===== src/rtl/fetch_sequencer.sv =====
// Instruction-fetch front end: owns the PC, sequences advance/stall/redirect/halt,
// and registers the fetched word into IF/ID. Bad fetch addresses park it in FAULT.
module fetch_sequencer #(
  parameter int unsigned RESET_PC  = 100,
  parameter int unsigned MEM_BYTES = 16384
) (
  input  logic        clk,
  input  logic        reset,
  input  logic        stall,
  input  logic        redirect_valid,
  input  logic [31:0] redirect_pc,
  input  logic        halt_req,
  output logic [31:0] imem_pc,
  input  logic [31:0] imem_instr,
  output logic        ifid_valid,
  output logic [31:0] ifid_instr,
  output logic [31:0] ifid_pc_plus4,
  output logic [31:0] fetch_count,
  output logic        fetch_fault,
  output logic [1:0]  state
);

  typedef enum logic [1:0] {
    IDLE   = 2'd0,
    RUN    = 2'd1,
    HALTED = 2'd2,
    FAULT  = 2'd3
  } state_t;

  localparam logic [31:0] LAST_PC  = 32'(MEM_BYTES - 4);
  localparam logic [31:0] RESET_AD = 32'(RESET_PC);

  // Handshake: redirect_valid qualifies redirect_pc for the current cycle only;
  // there is no ready, a redirect is consumed on the edge where it is seen.

  state_t      state_q, state_n;
  logic [31:0] pc_q, pc_n;
  logic        valid_q, valid_n;
  logic [31:0] instr_q, instr_n;
  logic [31:0] pp4_q, pp4_n;
  logic [31:0] count_q, count_n;
  logic        fault_q, fault_n;
  logic        target_legal;

  assign target_legal = (redirect_pc[1:0] == 2'b00) && (redirect_pc <= LAST_PC);

  always_comb begin
    state_n = state_q;
    pc_n    = pc_q;
    valid_n = valid_q;
    instr_n = instr_q;
    pp4_n   = pp4_q;
    count_n = count_q;
    fault_n = fault_q;
    case (state_q)
      IDLE: state_n = RUN;
      RUN: begin
        if (redirect_valid) begin
          valid_n = 1'b0;
          instr_n = '0;
          pp4_n   = '0;
          if (target_legal) begin
            pc_n = redirect_pc;
          end else begin
            state_n = FAULT;
            fault_n = 1'b1;
          end
        end else if (halt_req) begin
          state_n = HALTED;
          valid_n = 1'b0;
          instr_n = '0;
          pp4_n   = '0;
        end else if (!stall) begin
          valid_n = 1'b1;
          instr_n = imem_instr;
          pp4_n   = pc_q + 32'd4;
          count_n = count_q + 32'd1;
          // The last word is still delivered; the PC parks instead of leaving memory.
          if (pc_q == LAST_PC) begin
            state_n = FAULT;
            fault_n = 1'b1;
          end else begin
            pc_n = pc_q + 32'd4;
          end
        end
      end
      HALTED: begin
        valid_n = 1'b0;
        instr_n = '0;
        pp4_n   = '0;
        if (redirect_valid) begin
          if (target_legal) begin
            pc_n    = redirect_pc;
            state_n = RUN;
          end else begin
            state_n = FAULT;
            fault_n = 1'b1;
          end
        end
      end
      FAULT: begin
        valid_n = 1'b0;
        instr_n = '0;
        pp4_n   = '0;
      end
      default: state_n = IDLE;
    endcase
  end

  always_ff @(posedge clk) begin
    if (reset) begin
      state_q <= IDLE;
      pc_q    <= RESET_AD;
      valid_q <= 1'b0;
      instr_q <= '0;
      pp4_q   <= '0;
      count_q <= '0;
      fault_q <= 1'b0;
    end else begin
      state_q <= state_n;
      pc_q    <= pc_n;
      valid_q <= valid_n;
      instr_q <= instr_n;
      pp4_q   <= pp4_n;
      count_q <= count_n;
      fault_q <= fault_n;
    end
  end

  assign imem_pc       = pc_q;
  assign ifid_valid    = valid_q;
  assign ifid_instr    = instr_q;
  assign ifid_pc_plus4 = pp4_q;
  assign fetch_count   = count_q;
  assign fetch_fault   = fault_q;
  assign state         = state_q;

endmodule


===== config.mk =====
export PLATFORM = sky130hd
export DESIGN_NAME = fetch_sequencer
export DESIGN_NICKNAME = d
export VERILOG_FILES = /design/src/rtl/fetch_sequencer.sv
export SDC_FILE = /design/constraint.sdc
export NUM_CORES = 1
export LEC_CHECK = 0
export BUFFER_PORTS_ARGS = -buffer_cell sky130_fd_sc_hd__buf_2
export CELL_PAD_IN_SITES_DETAIL_PLACEMENT = 0
export CELL_PAD_IN_SITES_GLOBAL_PLACEMENT = 2
export CORE_MARGIN = 3
export CORE_UTILIZATION = 31
export CTS_CLUSTER_DIAMETER = 50
export DETAILED_ROUTE_END_ITERATION = 7
export GPL_ROUTABILITY_DRIVEN = 0
export GPL_TIMING_DRIVEN = 0
export PLACE_DENSITY = 0.83
export SLEW_MARGIN = 20
export SYNTH_ARGS = -nofsm -noshare
export SYNTH_HDL_FRONTEND = slang
export SYNTH_SLANG_ARGS = --single-unit

===== constraint.sdc =====
create_clock -name clk -period 3.5 [get_ports clk]
set_input_delay 0.175 -clock clk [delete_from_list [all_inputs] [get_ports clk]]
set_output_delay 0.175 -clock clk [all_outputs]
set_load 0.03 [all_outputs]

==> reports/results.ini, run 1 <==
[timing]
max_freq_mhz=321
clock_skew_ps=13.0
max_slew_margin_pct=34.7
slew_violations=0
fin_crit_ps=3120
worstMarginPinSlew_ps=972
tns_ps=0
setup_viol=0
holdWs_ps=16.5
rsz0062_at_grt=no
post-route-period-util_pct=89.1
hold_violations=0

[min_path]
hold-path-cell-count=3
worstHoldStart=imem_instr[18]
min_to=ifid_instr[18]$_SDFFE_PP0P_
hold_class=in -> reg

[cells_and_area]
layout_common_cells=buf_2, dfxtp_1, nor2_1
seq_area_um2=2640
area_growth_pct=35.9
multi_input_area_um2=3160
layout.nets=1047
fillers=2055
layout-drive-gt1-share_pct=25.7
design_area_um2=8300
layout_commonest_cell=buf_2

[setup_path]
cpMostUsedCell=clkbuf_1
worst_setup_path_end_kind=flip-flop
cp.depth=10
crit_required_ps=3860
cp_data_arrival_time_ps=3470
reg2regPathDepth=10
r2r-end=ifid_instr[29]$_SDFFE_PP0P_
critPathBufInv=4
path_class=reg -> reg
path_max_fanout=10
r2r_slack_ps=380
start_kind=flip-flop
crit_chain=inv_1, ha_1, clkbuf_1, or2_2, clkbuf_1, or3_1, nor2_2, clkbuf_1, a22oi_1, nor2_1
crit_family=simple AND/OR/NAND/NOR gates
cp_slowest_cell=or3_1
critPathMaxStageDelay_ps=460
worstReg2RegStart=state[0]$_SDFFE_PP0P_

[detailed_routing]
drt_first_pass_iters=7
route.detailed.drc=0
routed_via_density=5.08
vias=6325
wl_per_cell_um=17.5
first_iter_violations=351
ant_nets=0
wl_um=21700

[outcome]
status=complete, no violations

[grt]
grt_pass1_wl_um=34600
grt_usage_pct=20.0
antenna_found_initial=3
grt.overflow.total=0
grt_pass1_vias=6280
grt_max_degree=17

[pwr]
vdd_drop_max_v=0.000360
power_mw=4.48
power_leakage_nw=3.39
pwr_density_cell_nw_per_um2=540

[clock_tree]
clkLatencyLatePin_ps=420
cts.path.max_buffers=2
cts_buffers=17
clock_sinks=132
cts_tree=built
cts_setup_buffers=0
clk_pin_slew_ps=60
cts_root_buffer=clkbuf_16
cts-htree-levels=4

[logic_synthesis]
ys_ff_latch=132
yosysUniqueCellTypes=55
synth_area_um2=6110
synthFlopType=dfxtp_1
async_flop_share_pct=0
syn_area_per_cell_um2=8.45
synth-edff-count=0
ys_seq_area_share_pct=43.3
yosysWarnings=0
syn_nets=799
syn_inst=723

[floorplanning]
rows=50
die-height_um=146
dieArea_um2=21400
initial_utilization_pct=32.1
die_w_um=146
num_io_pins=201
coreArea_um2=19000

[flow_run]
cap_violations=0

[place]
io_buffers=198
hpwl_um=15800
place_area_um2=7420

[layer usage]
metal / share of wire, % / track usage (%)
met3: 6.3 / 5.83
met4: 2.4 / 7.01
met5: 0.037 / 0
met2: 44 / 31.2
met1: 47 / 26.5
[worst max-delay path by stage]
| stage | slack [ps] | startpoint | endpoint |
|---|---|---|---|
| finish | 380 | state[0]$_SDFFE_PP0P_ | ifid_instr[29]$_SDFFE_PP0P_ |
| global placement | 140 | state[0]$_SDFFE_PP0P_ | ifid_pc_plus4[21]$_SDFFE_PP0P_ |
| floorplan | 890 | state[0]$_SDFFE_PP0P_ | ifid_instr[20]$_SDFFE_PP0P_ |
| CTS | 100 | state[0]$_SDFFE_PP0P_ | ifid_pc_plus4[25]$_SDFFE_PP0P_ |
| global route | 110 | state[0]$_SDFFE_PP0P_ | ifid_pc_plus4[25]$_SDFFE_PP0P_ |
| detailed placement | 130 | state[0]$_SDFFE_PP0P_ | ifid_pc_plus4[28]$_SDFFE_PP0P_ |
[cells by family after synthesis]
logic type                 share of synthesized area (%)
and+or+nand+nor                                     22.9
AOI/OAI and AO/OA                                   20.7
DFF                                                 43.3
buffers and inverters                               5.06
xor gates and xnor gates                            6.17
adders and majority gates                           1.43
muxes                                              0.492
[where the power goes]
part           leakage [nW]  switching, mW  total [mW]  internal, mW
registers              1.07         0.0774        1.67          1.59
clock network         0.270          0.728        1.70         0.973
logic                  2.05          0.779        1.11         0.335
total                  3.39           1.58        4.48          2.90
[metrics by stage]
stage | setup slack, ps | instances | utilization (%)
global placement | 141 | 1181 | 39.0
CTS | 100 | 1244 | 43.6
finish | 382 | 1246 | 43.6
global route | 106 | 1245 | 43.6
floorplan | 888 | 723 | -
detailed placement | 133 | 1181 | 39.0
[repair_timing]
item | CTS | global route
resized for setup | 0 | 1
hold buffers | 31 | 0
setup endpoints to repair | 0 | 42
hold endpoints to repair | 31 | 0
[cell usage after synthesis, types with 3 or more instances]
cell      count  area (µm²)
o22ai_1       8        50.1
o31ai_1       8        60.1
ha_1          7        87.6
a221oi_1      6        52.6
a41oi_1       5        43.8
nor4_1       18         113
o32ai_1       3        26.3
o21ai_0      31         155
nor3_1       20         100
nand4_1      15        93.8
inv_1        24        90.1
nand2_1      49         184
a31oi_1      12        75.1
a31o_2        3        26.3
xnor2_1      28         245
buf_2        10        50.1
or3_1        13        81.3
nand3_1      29         145
xor2_1       15         131
a21boi_0      5        37.5
a21oi_1      30         150
and4_1        8        70.1
mux2i_1       3        30.0
a22oi_1      45         338
and2_1        7        43.8
or4_1         5        37.5
nor2_1       86         323
nor2b_1       3        18.8
a211oi_1      4        30.0
dfxtp_1     132        2640
clkbuf_1     41         154
o311ai_0      3        26.3
nand2b_1      3        18.8
a311oi_1      5        43.8
and3_1       12        75.1
[state kept, by name (all words and copies together), names as in the netlist]
register / count
fetch_count: 32
imem_pc: 32
ifid_valid: 1
fetch_fault: 1
ifid_pc_plus4: 32
ifid_instr: 32
state: 2
[cell type report]
class,instances,area share (%)
Inverter,24,1.09
Timing Repair Buffer,229,15.7
Antenna cell,2,0.0603
Sequential cell,132,31.8
Tap cell,260,3.92
Clock inverter,12,1.13
Buffer,53,2.64
Multi-Input combinational cell,514,38.0
Clock buffer,20,5.62
[worst min-delay path: stages]
cell	delay [ps]
buf_2	80
a22oi_1	60
nor2_1	80
Power figures use the tool's default switching activity.
==> run 2, diff against run 1 <==
==> constraint.sdc (replaced) <==
create_clock -name clk -period 3.93 [get_ports clk]
set_input_delay 0.1965 -clock clk [delete_from_list [all_inputs] [get_ports clk]]
set_output_delay 0.1965 -clock clk [all_outputs]
set_load 0.03 [all_outputs]
==> reports/results.ini, run 2 (synthesized netlist as in run 1, its figures left out) <==
[pwr]
power_mw=3.96  ; -12%
p_int_mw=2.56  ; -12%
switchingPower_mw=1.40  ; -11%
combPwrFrac_pct=24.4  ; -0.5 points
vdd_drop_max_v=0.000321  ; -11%
pwr_density_cell_nw_per_um2=495  ; -8.3%
power_leakage_nw=3.27  ; -3.6%
pwr-share-clk_pct=38.2  ; +0.2 points
power.share.switching_pct=35.4  ; +0.059 points
seqPwrFrac_pct=37.4  ; +0.2 points

[detailed_routing]
first_iter_violations=332  ; -5.4%
routed_via_density=5.11  ; +0.67%
drt_first_pass_iters=6  ; -1
ant_nets=0  ; unchanged
wl_per_cell_um=17.6  ; +0.80%
route.detailed.drc=0  ; unchanged
vias=6214  ; -1.8%
wl_um=21400  ; -1.6%

[clock_tree]
cts_tree=built
clkLatencyLatePin_ps=420  ; about the same
cts_buffers=17  ; unchanged
clock_sinks=132  ; unchanged
cts.path.max_buffers=2  ; unchanged
cts-htree-levels=4  ; unchanged
clk_pin_slew_ps=60  ; about the same
cts_setup_buffers=0  ; unchanged
cts_root_buffer=clkbuf_16

[floorplanning]
die-height_um=146  ; unchanged
coreArea_um2=19000  ; unchanged
initial_utilization_pct=32.1  ; unchanged
dieArea_um2=21400  ; unchanged
rows=50  ; unchanged
die_w_um=146  ; unchanged
num_io_pins=201  ; unchanged

[timing]
tns_ps=0  ; unchanged
clock_skew_ps=13.1  ; +0.116 ps
rsz0062_at_grt=no
max_freq_mhz=297  ; -7.4%
post-route-period-util_pct=85.6  ; -3.4 points
slew_violations=0  ; unchanged
hold_violations=0  ; unchanged
max_slew_margin_pct=35.2  ; +0.48 points
worstMarginPinSlew_ps=965  ; -7.15 ps
setup_viol=0  ; unchanged
fin_crit_ps=3370  ; +248 ps

[grt]
grt.overflow.total=0  ; unchanged
grt_pass1_wl_um=34000  ; -1.7%
grt_usage_pct=19.7  ; -0.29 points
grt_max_degree=17  ; unchanged
grt_pass1_vias=6109  ; -2.7%
antenna_found_initial=2  ; -1

[flow_run]
cap_violations=0  ; unchanged

[setup_path]
crit_required_ps=4270  ; +410 ps
path_class=reg -> reg
cp_data_arrival_time_ps=3710  ; +240 ps
start_kind=flip-flop
worst_setup_path_end_kind=flip-flop
path_max_fanout=10  ; unchanged

[cells_and_area]
layout-drive-gt1-share_pct=26.4  ; +0.68 points
layout.nets=1018  ; -2.8%
layout_common_cells=buf_2, dfxtp_1, nor2_1
stdcell_count=1216  ; -2.4%
area_growth_pct=31.1
final_util_pct=42.1  ; -1.6 points
layout_commonest_cell=buf_2

[place]
hpwl_um=15800  ; unchanged
io_buffers=198  ; unchanged
placed_cells=1181  ; unchanged

[outcome]
status=complete, no violations

[min_path]
hold_class=in -> reg

[run 2: changes by cell type in the layout (fill, tap and decap cells not counted), sizes merged]
cell         delta
dlygate4sd3    -29
diode           -1
[run 2: repair_timing]
item / 4_1_cts / 5_1_grt
resized for setup: 0 / 0
hold endpoints to repair: 2 / 0
hold buffers: 2 / 0
[run 2: worst max-delay path, cell delays in order, from the launching register on]
cell	delay, ps
dfxtp_1	380
inv_1	110
ha_1	200
clkbuf_1	230
or2_2	350
clkbuf_1	210
or3_1	450
nor2_1	680
nand2_1	210
clkbuf_1	260
o21ai_0	190
[run 2: metal layers]
metal	part of all wire [%]	GRT usage, %	vias to the layer above
met4	2.2	6.54	2
met5	0.037	0	-
met2	45	30.6	182
met1	46	26.3	2921
met3	6.7	5.99	28
li1	-	-	3081
[run 2: layout make-up]
cell class                 instances  area [µm²]
antenna                            1        2.50
sequential                       132        2640
inverter                          24        90.1
tap                              260         325
fill                            2081       11000
timing repair buffer             200        1010
multi-input combinational        514        3150
clock buffer                      20         467
clock inverter                    12        93.8
buffer                            53         219
[run 2: final timing paths]
| kind | slack, ps | to | depth (start not counted) | startpoint |
|---|---|---|---|---|
| worst max-delay path | 560 | ifid_pc_plus4[21]$_SDFFE_PP0P_ | 10 | state[0]$_SDFFE_PP0P_ |
| worst min-delay path | 10 | ifid_instr[31]$_SDFFE_PP0P_ | 3 | imem_instr[31] |
| worst max register to register | 560 | ifid_pc_plus4[21]$_SDFFE_PP0P_ | 10 | state[0]$_SDFFE_PP0P_ |
| worst min register to register | 450 | ifid_pc_plus4[29]$_SDFFE_PP0P_ | 2 | ifid_pc_plus4[29]$_SDFFE_PP0P_ |
[run 2: power by group through the flow]
stage / Combinational, mW / Sequential, mW / Clock [mW]
2_1_floorplan: 0.490 / 1.65 / 0
3_5_place_dp: 0.969 / 1.51 / 0
4_1_cts: 0.975 / 1.48 / 1.55
3_3_place_gp: 0.970 / 1.51 / 0
5_1_grt: 1.06 / 1.49 / 1.62
6_report: 0.968 / 1.48 / 1.51
[run 2: through the flow]
step                worst slack (ps)  instance area, µm²  hold slack [ps]
finish                           564                8010             12.3
floorplan                       1320                6110              345
global placement                 571                7420              433
detailed placement               563                7420              437
CTS                              530                8000           0.0380
global route                     240                8000             6.09
